--- src/rtl/dac_serial_capture.sv ---
// Receive-side decoder for the 3-wire DAC serial link: oversamples SYNC/SCLK/DIN on dataclk,
// reassembles each frame into pd_mode and word_out, and counts good and malformed frames.
module dac_serial_capture #(
    parameter int unsigned FRAME_BITS  = 24,
    parameter int unsigned DATA_BITS   = 16,
    parameter int unsigned SYNC_STAGES = 2
) (
    input  logic                 dataclk,
    input  logic                 reset,
    input  logic                 DAC_SYNC,
    input  logic                 DAC_SCLK,
    input  logic                 DAC_DIN,
    output logic [DATA_BITS-1:0] word_out,
    output logic [1:0]           pd_mode,
    output logic                 word_valid,
    output logic                 frame_error,
    output logic [15:0]          frame_count,
    output logic [7:0]           error_count,
    output logic                 busy
);

    localparam int unsigned CNT_W = $clog2(FRAME_BITS + 1);

    typedef enum logic [1:0] {IDLE, SHIFT, WAIT_HIGH} state_t;

    logic [SYNC_STAGES-1:0] sync_sr, sclk_sr, din_sr;
    logic                   sync_h, sclk_h;
    logic                   sync_fall, sync_rise, sclk_fall;
    logic                   sync_fall_q, sync_rise_q, sclk_fall_q, din_q;

    state_t                 state, state_n;
    logic [FRAME_BITS-1:0]  shreg, shreg_n, shifted;
    logic [CNT_W-1:0]       bit_cnt, bit_cnt_n, bit_cnt_inc;
    logic                   extra_seen, extra_seen_n;
    logic [DATA_BITS-1:0]   word_out_n;
    logic [1:0]             pd_mode_n;
    logic                   word_valid_n, frame_error_n;
    logic [15:0]            frame_count_n;
    logic [7:0]             error_count_n;

    // Presets match an idle link (SYNC and SCLK high) so reset release creates no edges.
    always_ff @(posedge dataclk or negedge reset) begin
        if (!reset) begin
            sync_sr <= '1;
            sclk_sr <= '1;
            din_sr  <= '0;
            sync_h  <= 1'b1;
            sclk_h  <= 1'b1;
        end else begin
            sync_sr <= {sync_sr[SYNC_STAGES-2:0], DAC_SYNC};
            sclk_sr <= {sclk_sr[SYNC_STAGES-2:0], DAC_SCLK};
            din_sr  <= {din_sr[SYNC_STAGES-2:0], DAC_DIN};
            sync_h  <= sync_sr[SYNC_STAGES-1];
            sclk_h  <= sclk_sr[SYNC_STAGES-1];
        end
    end

    assign sclk_fall = sclk_h & ~sclk_sr[SYNC_STAGES-1];
    assign sync_fall = sync_h & ~sync_sr[SYNC_STAGES-1];
    assign sync_rise = ~sync_h & sync_sr[SYNC_STAGES-1];

    // Edge strobes and data are registered together so they stay aligned into the FSM.
    always_ff @(posedge dataclk or negedge reset) begin
        if (!reset) begin
            sclk_fall_q <= 1'b0;
            sync_fall_q <= 1'b0;
            sync_rise_q <= 1'b0;
            din_q       <= 1'b0;
        end else begin
            sclk_fall_q <= sclk_fall;
            sync_fall_q <= sync_fall;
            sync_rise_q <= sync_rise;
            din_q       <= din_sr[SYNC_STAGES-1];
        end
    end

    assign shifted     = {shreg[FRAME_BITS-2:0], din_q};
    assign bit_cnt_inc = bit_cnt + 1'b1;

    always_comb begin
        state_n       = state;
        shreg_n       = shreg;
        bit_cnt_n     = bit_cnt;
        extra_seen_n  = extra_seen;
        word_out_n    = word_out;
        pd_mode_n     = pd_mode;
        word_valid_n  = 1'b0;
        frame_error_n = 1'b0;
        frame_count_n = frame_count;
        error_count_n = error_count;

        unique case (state)
            IDLE: begin
                if (sync_fall_q) begin
                    state_n      = SHIFT;
                    shreg_n      = '0;
                    bit_cnt_n    = '0;
                    extra_seen_n = 1'b0;
                end
            end
            SHIFT: begin
                if (sclk_fall_q && bit_cnt_inc == CNT_W'(FRAME_BITS)) begin
                    shreg_n       = shifted;
                    bit_cnt_n     = bit_cnt_inc;
                    word_out_n    = shifted[DATA_BITS-1:0];
                    pd_mode_n     = shifted[DATA_BITS+1:DATA_BITS];
                    word_valid_n  = 1'b1;
                    frame_count_n = frame_count + 1'b1;
                    state_n       = sync_rise_q ? IDLE : WAIT_HIGH;
                end else if (sync_rise_q) begin
                    frame_error_n = 1'b1;
                    if (error_count != '1) error_count_n = error_count + 1'b1;
                    state_n       = IDLE;
                end else if (sclk_fall_q) begin
                    shreg_n   = shifted;
                    bit_cnt_n = bit_cnt_inc;
                end
            end
            WAIT_HIGH: begin
                if (sync_rise_q) begin
                    state_n = IDLE;
                end else if (sclk_fall_q && !extra_seen) begin
                    extra_seen_n  = 1'b1;
                    frame_error_n = 1'b1;
                    if (error_count != '1) error_count_n = error_count + 1'b1;
                end
            end
            default: state_n = IDLE;
        endcase
    end

    always_ff @(posedge dataclk or negedge reset) begin
        if (!reset) begin
            state       <= IDLE;
            shreg       <= '0;
            bit_cnt     <= '0;
            extra_seen  <= 1'b0;
            word_out    <= '0;
            pd_mode     <= '0;
            word_valid  <= 1'b0;
            frame_error <= 1'b0;
            frame_count <= '0;
            error_count <= '0;
            busy        <= 1'b0;
        end else begin
            state       <= state_n;
            shreg       <= shreg_n;
            bit_cnt     <= bit_cnt_n;
            extra_seen  <= extra_seen_n;
            word_out    <= word_out_n;
            pd_mode     <= pd_mode_n;
            word_valid  <= word_valid_n;
            frame_error <= frame_error_n;
            frame_count <= frame_count_n;
            error_count <= error_count_n;
            busy        <= (state_n == SHIFT);
        end
    end

endmodule

--- config.mk ---
export PLATFORM = sky130hd
export DESIGN_NAME = dac_serial_capture
export DESIGN_NICKNAME = d
export VERILOG_FILES = /design/src/rtl/dac_serial_capture.sv
export SDC_FILE = /design/constraint.sdc
export NUM_CORES = 1
export LEC_CHECK = 0
export ABC_AREA = 1
export CAP_MARGIN = 20
export CORE_ASPECT_RATIO = 0.75
export CORE_MARGIN = 5
export CORE_UTILIZATION = 35
export CTS_CLUSTER_DIAMETER = 50
export CTS_CLUSTER_SIZE = 16
export DETAILED_ROUTE_END_ITERATION = 16
export PLACE_DENSITY_LB_ADDON = 0.08
export SYNTH_ARGS = -nofsm -noshare
export SYNTH_HDL_FRONTEND = slang
export SYNTH_SLANG_ARGS = --single-unit
--- constraint.sdc ---
create_clock -name dataclk -period 2.5 [get_ports dataclk]
set_clock_uncertainty 0.1 [all_clocks]
set_input_delay 0.5 -clock dataclk [delete_from_list [all_inputs] [get_ports dataclk]]
set_output_delay 0.5 -clock dataclk [all_outputs]
set_load 0.005 [all_outputs]
# Yosys cells after proc, flatten, opt, wreduce, memory -nomap -nowiden

Cells that the tools add are included.

$add $sub $neg: 3
Equality and inequality tests: 12
Muxes and demuxes: 32
Bitwise operators: 6
Reductions and logical operators: 11

Operator list:

| operator                                             | number |
|---|---|
| 2-to-1 mux 17 bit                                    | 4 |
| 2-to-1 mux 8 bit                                     | 5 |
| one-hot mux 17 bit (2 select lines)                  | 1 |
| 2-to-1 mux 5 bit                                     | 4 |
| adder 16 x 1 -> 16 bit (second input constant)       | 1 |
| one-hot mux 8 bit (2 select lines)                   | 1 |
| != test 2 bit (second input constant)                | 5 |
| one-hot mux 5 bit (2 select lines)                   | 1 |
| 2-to-1 mux 1 bit                                     | 9 |
| adder 8 x 1 -> 8 bit (second input constant)         | 1 |
| 2-to-1 mux 2 bit                                     | 4 |
| != test 8 bit (second input constant)                | 1 |
| AND reduction 4 bit                                  | 2 |
| != test 3 bit (second input constant)                | 2 |
| one-hot mux 2 bit (3 select lines)                   | 1 |
| nonzero test 2 bit                                   | 3 |
| adder 5 x 1 -> 5 bit (second input constant)         | 1 |
| equality test 5 bit (second input constant)          | 1 |
| AND reduction 5 bit                                  | 1 |
| equality test 2 x 1 -> 1 bit (second input constant) | 2 |
| one-hot mux 1 bit (2 select lines)                   | 2 |
| AND 1 bit                                            | 3 |
| inverter 1 bit                                       | 3 |
| equality test 2 bit (second input constant)          | 1 |
| 4 further kinds                                      | 5 |

Register bits: 82

# Longest topological paths before layout

Word-level depth: 6
Depth in mapped cells: 11
Mapped depth without buffers: 10

# Worst setup path before layout

No wires, ideal clock.

Path kind: reg-to-reg
Start point: register state[1]
End point: register shreg[10]
Arrival time: 1.566 ns
Data required time: 2.283 ns
Setup slack: 0.717 ns
Cell stages (with the launch flop): 11
Path buffers: 2
Period minus slack after synthesis: 1.783 ns
Cell sequence: dfrtp_1 inv_1 ha_1 buf_4 inv_2 nand2_1 a21boi_0 nand2_2 buf_6 nand2_1 o21ai_2

Longest elaborated chain between the ends: 3

RTL lines:

| what                                                                   | line | text |
|---|---|---|
| start, declared                                                        | 31   | `state_t state, state_n;` |
| start signal, assigned                                                 | 146  | `state <= state_n;` |
| equality test 2 x 1 -> 1 bit / zero test 2 bit (equally long branches) | 92   | `unique case (state)` |
| != test 3 bit (no line) (tied with other cells)                        | -    |  |
| AND reduction 4 bit (no line)                                          | -    |  |
| end signal, assigned                                                   | 147  | `shreg <= shreg_n;` |
| end, declared                                                          | 32   | `logic [FRAME_BITS-1:0] shreg, shreg_n, shifted;` |

Parallel ways exist; a longest one is shown, timed or not.
A chain may end at the register's enable or synchronous reset.

# Worst setup path in the final report

Start point: register state[1]
End point: register shreg[2]

The elaborated chain is that of the path after synthesis.

==> results by group <==
Setup path
  • Critical-path cell list: inv_1 > ha_1 > inv_2 > nand2_1 > a21boi_0 > nand2_2 > buf_4 > nand2_1 > o21ai_2
  • Critical path type: flip-flop to flip-flop
  • CP top delay family: buffers and inverters
  • CP max stage delay: 420 ps
  • Required time worst endpoint: 2670 ps
  • Crit-path slowest cell: buf_4
  • Startpoint types: flip-flop
  • WP buf/inv: 3
  • R2R Path Start: state[1]
  • Worst r2r path cells: 9
  • Capture point of the worst reg-to-reg path: shreg[2]
  • WP data arrival: 2320 ps
  • CP dominant cell by count: nand2_1
  • FF-to-FF setup slack: 350 ps
  • Crit-path max FO: 43
  • Setup crit end kind: flip-flop

Synth
  • Post-synthesis sequential area ratio: 0.5445
  • Simple logic cell fraction of the synthesized area: 0.2537
  • Synth Instances: 421
  • Largest family of logic cells by synthesized area: simple AND/OR/NAND/NOR gates
  • Post-synth top flop: dfrtp_1
  • Post-synth EDFFs: 0
  • Mapped Avg Cell Area: 8.984 sq um
  • Ys async rst share: 1.000
  • Post-Synth Adder-Cell Area: 0.02646
  • Synth Area in Compound Gates: 0.07112
  • Yosys warns: 0
  • Distinct cells, synth: 28
  • Area of the mapped netlist: 3782 sq um
  • Synth Area in XOR/XNOR: 0.04168
  • Syn Nets: 434
  • Mux cell area share after synthesis: 0
  • #FFs+latches synth: 82

Clocking
  • Hold buffers post-CTS: 0
  • CTS buffer count: 9
  • Worst-path clk slew: 60 ps
  • Post_cts resized: 0
  • Sink Count: 82
  • Setup bufs post-CTS: 0
  • Root buf cell: clkbuf_16
  • Worst-skew pair later-pin latency: 340 ps
  • CTS H-tree lvls: 3
  • CTS tree: done
  • Clock Tree Buf Depth: 2

STA
  • Final Setup Violations: 0
  • Min Hold Slack: 48.22 ps
  • Worst slew margin: 0.6322
  • Slew @ Worst Pin: 551.7 ps
  • Min Tclk post-route: 2149 ps
  • Total negative slack: 0 ps
  • Max Slew Vio Count: 0
  • RSZ-0062 raised after global routing: no
  • Tcrit/Tclk final: 0.8597
  • Max Clk Rate: 465.3 MHz
  • Final Hold Fails: 0

Pwr
  • Share of power burned in the clock network: 0.374
  • Maximum vdd drop: 0.4980 mV
  • Pint: 0.002563 W
  • Leakage: 2.125 nW
  • PD cells: 779.4 nW/um^2
  • Combinational fraction of design power: 0.204
  • Sequential share of power: 0.422
  • Switch Pwr: 0.001118 W
  • Sw frac: 0.3038

Placed design
  • Placer Congestion: 0.8519
  • HPWL after detailed placement: 5.282 mm
  • Placed cells: 600
  • Port Buffer Count: 49

GRT
  • First-pass GRT wire length: 13.19 mm
  • Largest net degree at the start of global routing: 44
  • Total GRT Usage: 0.1283
  • Initial antenna violation count: 0
  • GR Overflow Total: 0
  • Vias in the first global route: 2747

Finish
  • Commonest non-fill, non-tap cell in the layout: nand2_1
  • Area delta synth->final: 24.88%
  • Layout cells sized above 1: 0.1229
  • Most frequent cells in the layout: 171 x nand2_1, 76 x dfrtp_1, 48 x clkdlybuf4s50_1
  • Post-route insts no fill: 616
  • Nets: 488
  • ANT cells: 0

Detailed routing
  • Drt drc: 0
  • Initial drt markers: 191
  • Final WL: 7.769 mm
  • Post-DR wirelength/cell: 12.61 um
  • Final ANT Viol Nets: 0
  • Via density: 4.575
  • DR pass1 iterations: 5
  • Vias: 2818

Floorplan
  • Chip Width: 130.0 um
  • Die height: 100.0 um
  • Initial Util: 0.3633
  • Num rows: 32
  • Area of the core: 10410 sq um
  • # IOs: 50
  • Die ar.: 13010 sq um

Run
  • Max Cap Viol: 0

Status
  • Status: finished clean

Worst hold path
  • Min-Delay Path Class: input pin to asynchronous set/reset pin
-- how the worst max path moves through the flow --
stage                     slack [ps]  cells after the start      from             end
after floorplan                  720                     10  state[1]       shreg[10]
after CTS                        340                      9  state[1]        shreg[2]
after global placement           430                      9  state[1]  error_count[6]
after detailed placement         350                      9  state[1]        shreg[2]
after global routing              70                      9  state[1]        shreg[2]
final                            350                      9  state[1]        shreg[2]
-- power by group through the flow --
stage	logic (W)	registers (W)	clock network [W]
floorplan	0.000585	0.00156	0
finish	0.000752	0.00155	0.00138
CTS	0.000765	0.00155	0.00142
global route	0.000858	0.00157	0.00147
global placement	0.000754	0.00158	0
detailed placement	0.000764	0.00158	0
-- synthesized netlist by cell type (6+ instances only) --
cell type,number,area [sq um]
nand2_1,171,641.9
dfrtp_1,76,1902
inv_1,32,120.1
nor2_1,18,67.56
o21ai_2,17,148.9
nand3_1,16,80.08
xnor2_1,9,78.83
xor2_1,9,78.83
ha_1,8,100.1
o21ai_0,8,40.04
buf_6,7,78.83
nor3_1,7,35.03
dfstp_2,6,157.7
-- final cells by class --
type	count	area (sq um)
repair buffers	56	565.5
multi-input cells	292	1486
flip-flops and latches	82	2059
inverters	34	127.6
fillers	1005	5687
clock inverters	5	61.31
well taps	136	170.2
clock buffers	11	252.7
-- layer usage --
layer / part of all wire / vias up / global-route usage / wire length (um)
met5: 0 / - / 0 / 0
met4: 0.019 / 0 / 0.05511 / 146
met3: 0.058 / 16 / 0.03830 / 451
met2: 0.42 / 68 / 0.1836 / 3228
met1: 0.51 / 1311 / 0.1801 / 3943
li1: - / 1423 / - / -
-- logic make-up (layout without fill, tap and decap cells) --
| group | count (synthesis) | count (layout) |
|---|---|---|
| adder cells (fa/ha/maj) | 8 | 8 |
| buffers and inverters | 47 | 106 |
| flip-flops | 82 | 82 |
| AND/OR/NAND/NOR | 227 | 227 |
| XOR/XNOR | 18 | 18 |
| AO/OA/AOI/OAI | 39 | 39 |
-- sequential cells by signal, indices dropped and copies added (netlist names), 2 cells and up --
register,count
bit_cnt,5
word_out,16
sclk_sr,2
frame_count,16
error_count,8
shreg,17
state,2
pd_mode,2
din_sr,2
sync_sr,2
-- per-stage QoR --
step	power [W]	worst slack (ps)	util	cell area, sq um
after detailed placement	0.002340	348.5	0.4236	4409
after floorplan	0.002143	717.0	-	3782
after CTS	0.003735	338.0	0.4537	4723
after global placement	0.002329	432.4	0.4236	4409
after global routing	0.003906	73.80	0.4537	4723
final	0.003681	350.8	0.4537	4723
Note: power is estimated with default switching activity, not from simulation.
